[config.mk]
export PLATFORM = sky130hd
export DESIGN_NAME = pe_sequencer_flat
export DESIGN_NICKNAME = d
export VERILOG_FILES = /design/src/rtl/pe_sequencer_if.sv /design/src/rtl/pe_sequencer.sv /design/src/flat_wrapper.sv
export SDC_FILE = /design/constraint.sdc
export NUM_CORES = 1
export LEC_CHECK = 0
export CORE_UTILIZATION = 30
export CTS_CLUSTER_DIAMETER = 60
export CTS_CLUSTER_SIZE = 28
export DETAILED_ROUTE_END_ITERATION = 16
export DONT_BUFFER_PORTS = 1
export PLACE_DENSITY = 0.48
export SYNTH_ARGS = -nofsm -noshare
export SYNTH_HDL_FRONTEND = slang
export SYNTH_SLANG_ARGS = --single-unit
[constraint.sdc]
create_clock -name clk -period 4.9 [get_ports clk]
set_input_delay 0.98 -clock clk [delete_from_list [all_inputs] [get_ports clk]]
set_output_delay 0.98 -clock clk [all_outputs]
set_load 0.03 [all_outputs]
[src/rtl/pe_sequencer_if.sv]
// Control, operand, result and PE-facing bundle of the PE sequencer.
interface pe_sequencer_if #(
  parameter int W = 16
);
  logic                start;
  logic [7:0]          k_len;
  logic                busy;
  logic                done;
  logic                op_valid;
  logic                op_ready;
  logic signed [W-1:0] op_a;
  logic signed [W-1:0] op_b;
  logic                pe_rst_n;
  logic signed [W-1:0] pe_data_in_1;
  logic signed [W-1:0] pe_data_in_2;
  logic [3:0]          pe_add_number;
  logic                pe_rounder_en;
  logic                pe_keep;
  logic signed [W-1:0] pe_data_out;
  logic                res_valid;
  logic                res_ready;
  logic signed [W-1:0] res_data;
  logic [2:0]          res_idx;

  modport slave (
    input  start, k_len, op_valid, op_a, op_b, pe_data_out, res_ready,
    output busy, done, op_ready, pe_rst_n, pe_data_in_1, pe_data_in_2,
           pe_add_number, pe_rounder_en, pe_keep, res_valid, res_data, res_idx
  );

  modport master (
    output start, k_len, op_valid, op_a, op_b, pe_data_out, res_ready,
    input  busy, done, op_ready, pe_rst_n, pe_data_in_1, pe_data_in_2,
           pe_add_number, pe_rounder_en, pe_keep, res_valid, res_data, res_idx
  );
endinterface

[src/rtl/pe_sequencer.sv]
// Job sequencer for an 8-slot accumulating PE: clears the PE, streams
// k_len passes of 8 operand pairs into it, reads back the 8 rounded sums
// into a local buffer and drains them over a valid/ready result stream.
module pe_sequencer #(
  parameter int INT_BITS  = 7,
  parameter int FRAC_BITS = 9
) (
  input  logic           clk,
  input  logic           rst_n,
  pe_sequencer_if.slave  bus
);
  localparam int W = INT_BITS + FRAC_BITS;

  typedef enum logic [2:0] {S_IDLE, S_CLEAR, S_MAC, S_READ, S_FLUSH, S_DRAIN} state_t;

  state_t              state_q, state_d;
  logic [7:0]          klen_q, klen_d;
  logic [7:0]          pass_q, pass_d;
  logic [2:0]          slot_q, slot_d;
  logic [1:0]          tmr_q, tmr_d;

  logic                pe_rst_n_q, pe_rst_n_d;
  logic signed [W-1:0] din1_q, din1_d;
  logic signed [W-1:0] din2_q, din2_d;
  logic [3:0]          add_q, add_d;
  logic                rnd_q, rnd_d;
  logic                keep_q, keep_d;
  logic                done_q, done_d;

  logic                vld_p1, vld_p2, vld_p3;
  logic [2:0]          idx_p1, idx_p2, idx_p3;
  logic signed [W-1:0] buf_q [8];

  logic                hs;
  logic                accept;
  logic                mac_done;

  // MAC keeps one extra cycle after the last pair so that pair's operands
  // reach the PE before the first read slot is presented.
  assign mac_done      = (pass_q == klen_q);
  assign bus.op_ready  = (state_q == S_MAC) && !mac_done;
  assign hs            = bus.op_valid && bus.op_ready;
  assign bus.res_valid = (state_q == S_DRAIN);
  assign accept        = bus.res_valid && bus.res_ready;
  assign bus.busy      = (state_q != S_IDLE);
  assign bus.done      = done_q;
  assign bus.res_idx   = (state_q == S_DRAIN) ? slot_q : 3'd0;
  assign bus.res_data  = (state_q == S_DRAIN) ? buf_q[slot_q] : '0;

  assign bus.pe_rst_n      = pe_rst_n_q;
  assign bus.pe_data_in_1  = din1_q;
  assign bus.pe_data_in_2  = din2_q;
  assign bus.pe_add_number = add_q;
  assign bus.pe_rounder_en = rnd_q;
  assign bus.pe_keep       = keep_q;

  // State and counter registers.
  always_ff @(posedge clk) begin
    if (!rst_n) begin
      state_q <= S_IDLE;
      klen_q  <= '0;
      pass_q  <= '0;
      slot_q  <= '0;
      tmr_q   <= '0;
    end else begin
      state_q <= state_d;
      klen_q  <= klen_d;
      pass_q  <= pass_d;
      slot_q  <= slot_d;
      tmr_q   <= tmr_d;
    end
  end

  // Next state and counters; slot_q doubles as MAC slot, read slot and drain index.
  always_comb begin
    state_d = state_q;
    klen_d  = klen_q;
    pass_d  = pass_q;
    slot_d  = slot_q;
    tmr_d   = tmr_q;
    unique case (state_q)
      S_IDLE: begin
        if (bus.start) begin
          klen_d  = bus.k_len;
          tmr_d   = '0;
          state_d = S_CLEAR;
        end
      end
      S_CLEAR: begin
        if (tmr_q == 2'd1) begin
          tmr_d   = '0;
          slot_d  = '0;
          pass_d  = '0;
          state_d = (klen_q == 8'd0) ? S_READ : S_MAC;
        end else begin
          tmr_d = tmr_q + 2'd1;
        end
      end
      S_MAC: begin
        if (mac_done) begin
          slot_d  = '0;
          state_d = S_READ;
        end else if (hs) begin
          slot_d = slot_q + 3'd1;
          if (slot_q == 3'd7) pass_d = pass_q + 8'd1;
        end
      end
      S_READ: begin
        slot_d = slot_q + 3'd1;
        if (slot_q == 3'd7) begin
          tmr_d   = '0;
          state_d = S_FLUSH;
        end
      end
      S_FLUSH: begin
        if (tmr_q == 2'd2) begin
          slot_d  = '0;
          state_d = S_DRAIN;
        end else begin
          tmr_d = tmr_q + 2'd1;
        end
      end
      S_DRAIN: begin
        if (accept) begin
          slot_d = slot_q + 3'd1;
          if (slot_q == 3'd7) state_d = S_IDLE;
        end
      end
      default: state_d = S_IDLE;
    endcase
  end

  // PE-facing outputs are registered from the next state so they line up
  // with the state they belong to; an accepted pair overrides that for one cycle.
  always_comb begin
    pe_rst_n_d = 1'b1;
    din1_d     = '0;
    din2_d     = '0;
    add_d      = 4'd0;
    rnd_d      = 1'b0;
    keep_d     = 1'b1;
    done_d     = (state_q == S_DRAIN) && accept && (slot_q == 3'd7);
    if ((state_q == S_MAC) && hs) begin
      din1_d = bus.op_a;
      din2_d = bus.op_b;
      add_d  = {1'b0, slot_q};
      keep_d = 1'b0;
    end else begin
      case (state_d)
        S_CLEAR: begin
          pe_rst_n_d = 1'b0;
          keep_d     = 1'b0;
        end
        S_MAC: begin
          add_d  = {1'b0, slot_d};
          keep_d = 1'b0;
        end
        S_READ: begin
          rnd_d  = 1'b1;
          add_d  = {1'b0, slot_d};
          keep_d = 1'b0;
        end
        S_FLUSH: keep_d = 1'b0;
        default: ;
      endcase
    end
  end

  // PE-facing and done output registers.
  always_ff @(posedge clk) begin
    if (!rst_n) begin
      pe_rst_n_q <= 1'b0;
      din1_q     <= '0;
      din2_q     <= '0;
      add_q      <= 4'd0;
      rnd_q      <= 1'b0;
      keep_q     <= 1'b1;
      done_q     <= 1'b0;
    end else begin
      pe_rst_n_q <= pe_rst_n_d;
      din1_q     <= din1_d;
      din2_q     <= din2_d;
      add_q      <= add_d;
      rnd_q      <= rnd_d;
      keep_q     <= keep_d;
      done_q     <= done_d;
    end
  end

  // Read-slot tags follow the PE's three-cycle rounding latency, then the
  // PE result lands unmodified in the buffer entry of that slot.
  always_ff @(posedge clk) begin
    if (!rst_n) begin
      vld_p1 <= 1'b0;
      vld_p2 <= 1'b0;
      vld_p3 <= 1'b0;
      idx_p1 <= '0;
      idx_p2 <= '0;
      idx_p3 <= '0;
      for (int i = 0; i < 8; i++) buf_q[i] <= '0;
    end else begin
      vld_p1 <= rnd_q;
      idx_p1 <= add_q[2:0];
      // stage p1 -> p2
      vld_p2 <= vld_p1;
      idx_p2 <= idx_p1;
      // stage p2 -> p3
      vld_p3 <= vld_p2;
      idx_p3 <= idx_p2;
      // stage p3 -> buffer
      if (vld_p3) buf_q[idx_p3] <= bus.pe_data_out;
    end
  end
endmodule
[src/flat_wrapper.sv]
// flat-port wrapper written by rule: the top's interface ports become plain ports
module pe_sequencer_flat 
#(
  parameter int INT_BITS  = 7,
  parameter int FRAC_BITS = 9
)
  (clk, rst_n, bus_start, bus_k_len, bus_op_valid, bus_op_a, bus_op_b, bus_pe_data_out, bus_res_ready, bus_busy, bus_done, bus_op_ready, bus_pe_rst_n, bus_pe_data_in_1, bus_pe_data_in_2, bus_pe_add_number, bus_pe_rounder_en, bus_pe_keep, bus_res_valid, bus_res_data, bus_res_idx);
  pe_sequencer_if bus_i ();
  input  logic clk;
  input  logic rst_n;
  input wire logic [$bits(bus_i.start)-1:0] bus_start;
  input wire logic [$bits(bus_i.k_len)-1:0] bus_k_len;
  input wire logic [$bits(bus_i.op_valid)-1:0] bus_op_valid;
  input wire logic [$bits(bus_i.op_a)-1:0] bus_op_a;
  input wire logic [$bits(bus_i.op_b)-1:0] bus_op_b;
  input wire logic [$bits(bus_i.pe_data_out)-1:0] bus_pe_data_out;
  input wire logic [$bits(bus_i.res_ready)-1:0] bus_res_ready;
  output wire logic [$bits(bus_i.busy)-1:0] bus_busy;
  output wire logic [$bits(bus_i.done)-1:0] bus_done;
  output wire logic [$bits(bus_i.op_ready)-1:0] bus_op_ready;
  output wire logic [$bits(bus_i.pe_rst_n)-1:0] bus_pe_rst_n;
  output wire logic [$bits(bus_i.pe_data_in_1)-1:0] bus_pe_data_in_1;
  output wire logic [$bits(bus_i.pe_data_in_2)-1:0] bus_pe_data_in_2;
  output wire logic [$bits(bus_i.pe_add_number)-1:0] bus_pe_add_number;
  output wire logic [$bits(bus_i.pe_rounder_en)-1:0] bus_pe_rounder_en;
  output wire logic [$bits(bus_i.pe_keep)-1:0] bus_pe_keep;
  output wire logic [$bits(bus_i.res_valid)-1:0] bus_res_valid;
  output wire logic [$bits(bus_i.res_data)-1:0] bus_res_data;
  output wire logic [$bits(bus_i.res_idx)-1:0] bus_res_idx;
  assign bus_i.start = bus_start;
  assign bus_i.k_len = bus_k_len;
  assign bus_i.op_valid = bus_op_valid;
  assign bus_i.op_a = bus_op_a;
  assign bus_i.op_b = bus_op_b;
  assign bus_i.pe_data_out = bus_pe_data_out;
  assign bus_i.res_ready = bus_res_ready;
  assign bus_busy = bus_i.busy;
  assign bus_done = bus_i.done;
  assign bus_op_ready = bus_i.op_ready;
  assign bus_pe_rst_n = bus_i.pe_rst_n;
  assign bus_pe_data_in_1 = bus_i.pe_data_in_1;
  assign bus_pe_data_in_2 = bus_i.pe_data_in_2;
  assign bus_pe_add_number = bus_i.pe_add_number;
  assign bus_pe_rounder_en = bus_i.pe_rounder_en;
  assign bus_pe_keep = bus_i.pe_keep;
  assign bus_res_valid = bus_i.res_valid;
  assign bus_res_data = bus_i.res_data;
  assign bus_res_idx = bus_i.res_idx;
  pe_sequencer #(.INT_BITS(INT_BITS), .FRAC_BITS(FRAC_BITS)) u_core (.clk(clk), .rst_n(rst_n), .bus(bus_i));
endmodule
==> flow_summary.ini, run 1 <==
[outcome]
status = finished clean

[sta]
hold_viol = 0
max_freq_mhz = 250
period_needed_ns = 4.00
grt_setup_unrepaired = false
worst_pin_slew_ns = 1.10
clock-skew-final_ns = 0.0154
post-route-period-util_pct = 81.7
setup_tns_ns = 0
setup_viol_count_final = 0
slew_viol_final = 0
relSlewSlack_pct = 26.8

[critical_path]
critPathRequiredTime_ns = 3.92
reg2reg_from = u_core.slot_q[2]
end_kind = primary output
cp-start-kind = flop
reg2reg_depth = 6
critPathMaxFanout = 19
worstSetupPathType = reg2out
rrSetupSlack_ns = 2.18
cp.arrival_ns = 3.02
r2r_end = u_core.bus.pe_keep

[finish]
fillers = 2795
syn2layout_area_growth_pct = 12.9
drive_gt1_share_pct = 18.9
nets = 731
fin_cells = 1062
post-route-util_pct = 34.4
antenna_cells = 0

[synthesis]
synth_top_cell_by_area = edfxtp_1
syn_nets = 726
netlist_area_um2 = 8780
ys_top_cells_by_area = edfxtp_1 (44%), dfxtp_1 (17%), and2_1 (10%)
synth_seq_cells = 203
ys_seq_area_share_pct = 60.9
synth-edff-count = 128
yosys.area.top_type_share_pct = 43.8
ys_warn_count = 0
synthArstFlopShare_pct = 0
ys.flop_type = edfxtp_1
synthCells = 659
syn_area_per_cell_um2 = 13.3
synth.distinct_cells = 54

[worst_hold_path]
hold_class = reg2reg
hp-start = u_core.vld_p1
hold_end = u_core.vld_p2
whs_path_depth = 1

[die]
num_rows = 62
ios = 123
fp.dieH_um = 173
dieArea_um2 = 29900
initial_core_util_pct = 30.5
coreArea_um2 = 28800
die_x_um = 173

[global_routing]
grt_pass1_wl_um = 32700
grt_max_degree = 36
overflow = 0
grt_pass1_vias = 5280
antenna_found_initial = 0
grt_use_total_pct = 14.4

[clock_tree]
clkTransAtPathRegs_ns = 0.08
cts-resized-gates = 0
cts_tree = built
post_cts_buffers = 0
worstSkewPairLatency_ns = 0.52
h-tree-depth = 1
cts_buffers = 20
clock_path_buffers = 3
root_buffer = clkbuf_16
clock_sinks = 203
ctsHoldBuffers = 0

[routing]
top_layer = met4
num_vias = 4998
first_iter_violations = 278
wl_met1_um = 9440
met3WireLength_um = 1170
drcViolationCount = 0
first_pass_iters = 4
drtAntennaViolNets = 0
detail_route.wirelength_um = 21600
met2WireLength_um = 10600
vias_per_cell = 4.71
wl_per_cell_um = 20.3

[power_and_ir_drop]
leakage_nw = 3.53
p_total_w = 0.00362
p_per_area_nw_per_um2 = 365
ir_worst_vdd_mv = 0.209

[place]
dpl.hpwl_um = 13400
gp_congestion = 0.794
dpl.cell_count = 1026
io_buffer_count = 0

[job]
cap_violations = 0
## metrics by stage
stage | setup WS, ns | area [um^2] | hold slack (ns)
6_report | 0.895 | 9910 | 0.442
3_3_place_gp | 1.41 | 9220 | 0.418
5_1_grt | 0.623 | 9910 | 0.459
4_1_cts | 0.703 | 9910 | 0.444
2_1_floorplan | 2.10 | 8780 | 0.412
3_5_place_dp | 1.25 | 9220 | 0.420
## flip-flops by register name, summed over array words and instances, names as in the netlist
register and flops:
u_core.bus.pe_add_number 3, u_core.state_q 3, u_core.bus.pe_rst_n 1, u_core.bus.pe_data_in_2 16, u_core.klen_q 8, u_core.buf_q 128, u_core.idx_p2 3, u_core.pass_q 8
u_core.bus.pe_data_in_1 16, u_core.vld_p3 1, u_core.idx_p1 3, u_core.tmr_q 2, u_core.bus.done 1, u_core.vld_p1 1, u_core.slot_q 3, u_core.bus.pe_keep 1
u_core.vld_p2 1, u_core.bus.pe_rounder_en 1, u_core.idx_p3 3
## where the power goes
| group | total, W | switching [W] | internal [W] |
|---|---|---|---|
| Clock | 0.00160 | 0.000748 | 0.000849 |
| Combinational | 0.000135 | 0.0000815 | 0.0000536 |
| Sequential | 0.00189 | 0.0000314 | 0.00186 |
## cell families (layout without fill, tap and decap cells)
family	count (synthesis)	in the layout	share of synthesized area, %
AO/OA/AOI/OAI	54	54	3.93
XOR/XNOR	10	10	1.30
adder cells (fa/ha/maj)	6	6	0.855
buffers and inverters	46	65	2.58
flip-flops	203	203	60.9
multiplexers	55	55	10.8
other	1	1	0.0427
AND/OR/NAND/NOR	284	284	19.5
## how the worst max path moves through the flow
stage / start / end / slack, ns
final: u_core.state_q[2] / bus_res_data[6] / 0.90
after global routing: u_core.state_q[2] / bus_res_data[6] / 0.62
after CTS: u_core.state_q[2] / bus_res_data[6] / 0.70
after detailed placement: u_core.state_q[2] / bus_res_data[6] / 1.25
after global placement: u_core.state_q[2] / bus_res_data[6] / 1.41
after floorplan: rst_n / u_core.buf_q[5][0] / 2.10
## placed cells by master, fill, tap and decap left out, types with 2 or more instances in the layout
cell	n
nand2_1	34
or3_1	2
and2_1	146
nor3_1	5
nand3b_1	4
and3_1	4
clkbuf_16	20
or4_1	2
a31oi_1	2
nand4_1	4
xnor2_1	8
clkinv_4	2
buf_4	17
a21oi_1	23
inv_8	2
mux2i_1	22
o21ai_1	7
o2bb2ai_1	2
ha_1	6
edfxtp_1	128
and2_4	30
clkinv_8	4
dfxtp_1	74
mux4_2	32
a32o_1	2
nor3_2	2
inv_1	11
o22ai_1	3
nand3_1	7
nor2_1	29
nand2b_1	8
o21ai_0	3
inv_6	2
## synthesized netlist by cell type (2+ instances only)
cell,n
or4_1,2
inv_1,11
nor3_1,5
a31oi_1,2
nand3_1,7
nand2b_1,8
nand4_1,4
buf_4,2
and3_1,4
or3_1,2
dfxtp_1,75
buf_6,5
clkbuf_1,19
ha_1,6
mux2i_1,22
nand3b_1,4
o22ai_1,3
edfxtp_1,128
a21oi_1,23
o21ai_0,9
nand2_1,34
buf_2,7
mux4_2,32
and2_4,30
buf_1,2
nor3_2,2
nor2_1,30
xnor2_1,8
a32o_1,2
and2_1,146
o2bb2ai_1,2
## area by class of cell
type / count / area, um^2 / share of cell area [%]
timing repair buffer: 18 / 148 / 1.49
clock buffer: 21 / 504 / 5.09
sequential: 203 / 5350 / 53.9
tap: 384 / 480 / 4.85
inverter: 11 / 41.3 / 0.417
multi-input combinational: 410 / 3210 / 32.4
clock inverter: 15 / 185 / 1.87
## metal layers
layer	GRT usage (%)	vias up
met5	0	-
met4	3.21	0
met3	3.03	24
met2	25.1	125
met1	18.4	2505
li1	-	2344
## worst max-delay path, stage by stage, from the launching register on
cell	delay [ns]
dfxtp_1	0.60
nor2b_1	0.47
nand2_1	0.69
nor2_1	0.76
Power figures use the tool's default switching activity.
==> run 2: changes to the inputs <==
Clock period 4.9 ns to 3.96 ns, I/O delays scaled along.
==> run 2 against run 1 <==
  * Final area rose by 2.2%
  * Core utilization rose by 0.77 points
  * Via count rose by 1.8%
  * Final cell count rose by 2.4%
  * Global-route usage rose by 0.071 points
  * Sequential power rose by 24%
  * Sequential cell count did not move
  * Hold slack got worse by 0.038 ns
  * Critical path depth rose by 2
  * Highest routed layer unchanged
==> flow_summary.ini, run 2 (synthesis gave the netlist of run 1 again) <==
[clock_tree]
cts_tree = built
ctsHoldBuffers = 0
h-tree-depth = 1
root_buffer = clkbuf_16
post_cts_buffers = 0
clkTransAtPathRegs_ns = 0.06
cts-resized-gates = 0
clock_path_buffers = 3
clock_sinks = 203
worstSkewPairLatency_ns = 0.51
cts_buffers = 22

[outcome]
status = finished clean

[critical_path]
critPathRequiredTime_ns = 3.17
cp-start-kind = flop
cpPeakStageDelay_ns = 0.60
critPathMaxFanout = 15
worstPathCellList = nor2b_1 -> nand2_1 -> buf_4 -> nor2_1 -> buf_4
crit_top_cell = buf_4
end_kind = primary output
worstSetupPathType = reg2out
cp_slowest_cell = dfxtp_1
cp.arrival_ns = 2.64

[global_routing]
grt_use_total_pct = 14.5
grt_pass1_vias = 5457
overflow = 0
grt_pass1_wl_um = 33000
grt_max_degree = 36
antenna_found_initial = 0

[sta]
setup_viol_count_final = 0
grt_setup_unrepaired = false
relSlewSlack_pct = 48.1
max_freq_mhz = 291
hold_viol = 0
period_needed_ns = 3.43
setup_tns_ns = 0
slew_viol_final = 0
clock-skew-final_ns = 0.00904
post-route-period-util_pct = 86.7
worst_pin_slew_ns = 0.777

[power_and_ir_drop]
leakage_nw = 3.68
p_total_w = 0.00465
ir_worst_vdd_mv = 0.249
p_per_area_nw_per_um2 = 459

[routing]
drtAntennaViolNets = 0
vias_per_cell = 4.68
wl_per_cell_um = 19.7
detail_route.wirelength_um = 21500
num_vias = 5087
first_iter_violations = 264
drcViolationCount = 0
first_pass_iters = 4

[die]
dieArea_um2 = 29900
fp.dieH_um = 173
die_x_um = 173
ios = 123
num_rows = 62
coreArea_um2 = 28800
initial_core_util_pct = 30.5

[finish]
layout_common_cells = and2_1 (146), edfxtp_1 (128), dfxtp_1 (74)
antenna_cells = 0
largest_register_ffs = 128
largest_register = u_core.buf_q
drive_gt1_share_pct = 21.3
mostFrequentLayoutCell = and2_1
nets = 754
syn2layout_area_growth_pct = 15.5

[place]
dpl.hpwl_um = 13500
io_buffer_count = 0
gp_congestion = 0.820

[worst_hold_path]
hold_class = in2reg

[job]
cap_violations = 0
## run 2: path summary, 6_finish.rpt
path / startpoint / end / slack [ns] / cells past startpoint
setup / recovery: u_core.state_q[2] / bus_res_data[15] / 0.53 / 5
hold / removal: bus_op_b[15] / u_core.bus.pe_data_in_2[15] / 0.40 / 1
setup reg to reg: u_core.slot_q[1] / u_core.bus.pe_keep / 1.39 / 8
hold reg to reg: u_core.idx_p1[2] / u_core.idx_p2[2] / 0.43 / 1
## run 2: power by group
group / switching [W] / internal [W] / leakage, nW
registers: 0.0000369 / 0.00230 / 1.91
logic: 0.000101 / 0.0000664 / 1.39
clock network: 0.000899 / 0.00125 / 0.370
## run 2: area by class of cell
cell class	instances	area (um^2)
repair buffers	39	293
clock buffers	27	601
multi-input cells	410	3210
well taps	384	480
inverters	11	41.3
fillers	2796	18600
clock inverters	13	168
flip-flops and latches	203	5350
## run 2: stage by stage
stage               util (%)  instances  instance area (um^2)  worst slack, ns  hold slack, ns
floorplan                  -        659                  8780             1.35           0.412
global placement        32.5       1047                  9370             1.14           0.419
detailed placement      32.5       1047                  9370             1.06           0.421
CTS                     35.2       1087                 10100            0.501           0.377
global route            35.2       1087                 10100            0.259           0.378
finish                  35.2       1087                 10100            0.529           0.404
## run 2: layer usage
| metal | up-vias | track usage (%) | part of all wire, % |
|---|---|---|---|
| met5 | - | 0 | 0 |
| met4 | 0 | 4.50 | 2.6 |
| met3 | 33 | 2.97 | 5.1 |
| met2 | 151 | 25.1 | 49 |
| met1 | 2518 | 18.1 | 43 |
| li1 | 2385 | - | - |
## run 2: critical path: cells and delay by family, from the launching register on
family                 cells  cell delay, ns
AND/OR/NAND/NOR            3            1.01
flip-flops                 1            0.60
buffers and inverters      2            0.53
==> run 3: changes to the inputs <==
Settings changed: CAP_MARGIN from default to 30.
==> results of run 3 <==
Final layout, timing and power as in run 2 (identical DEF).
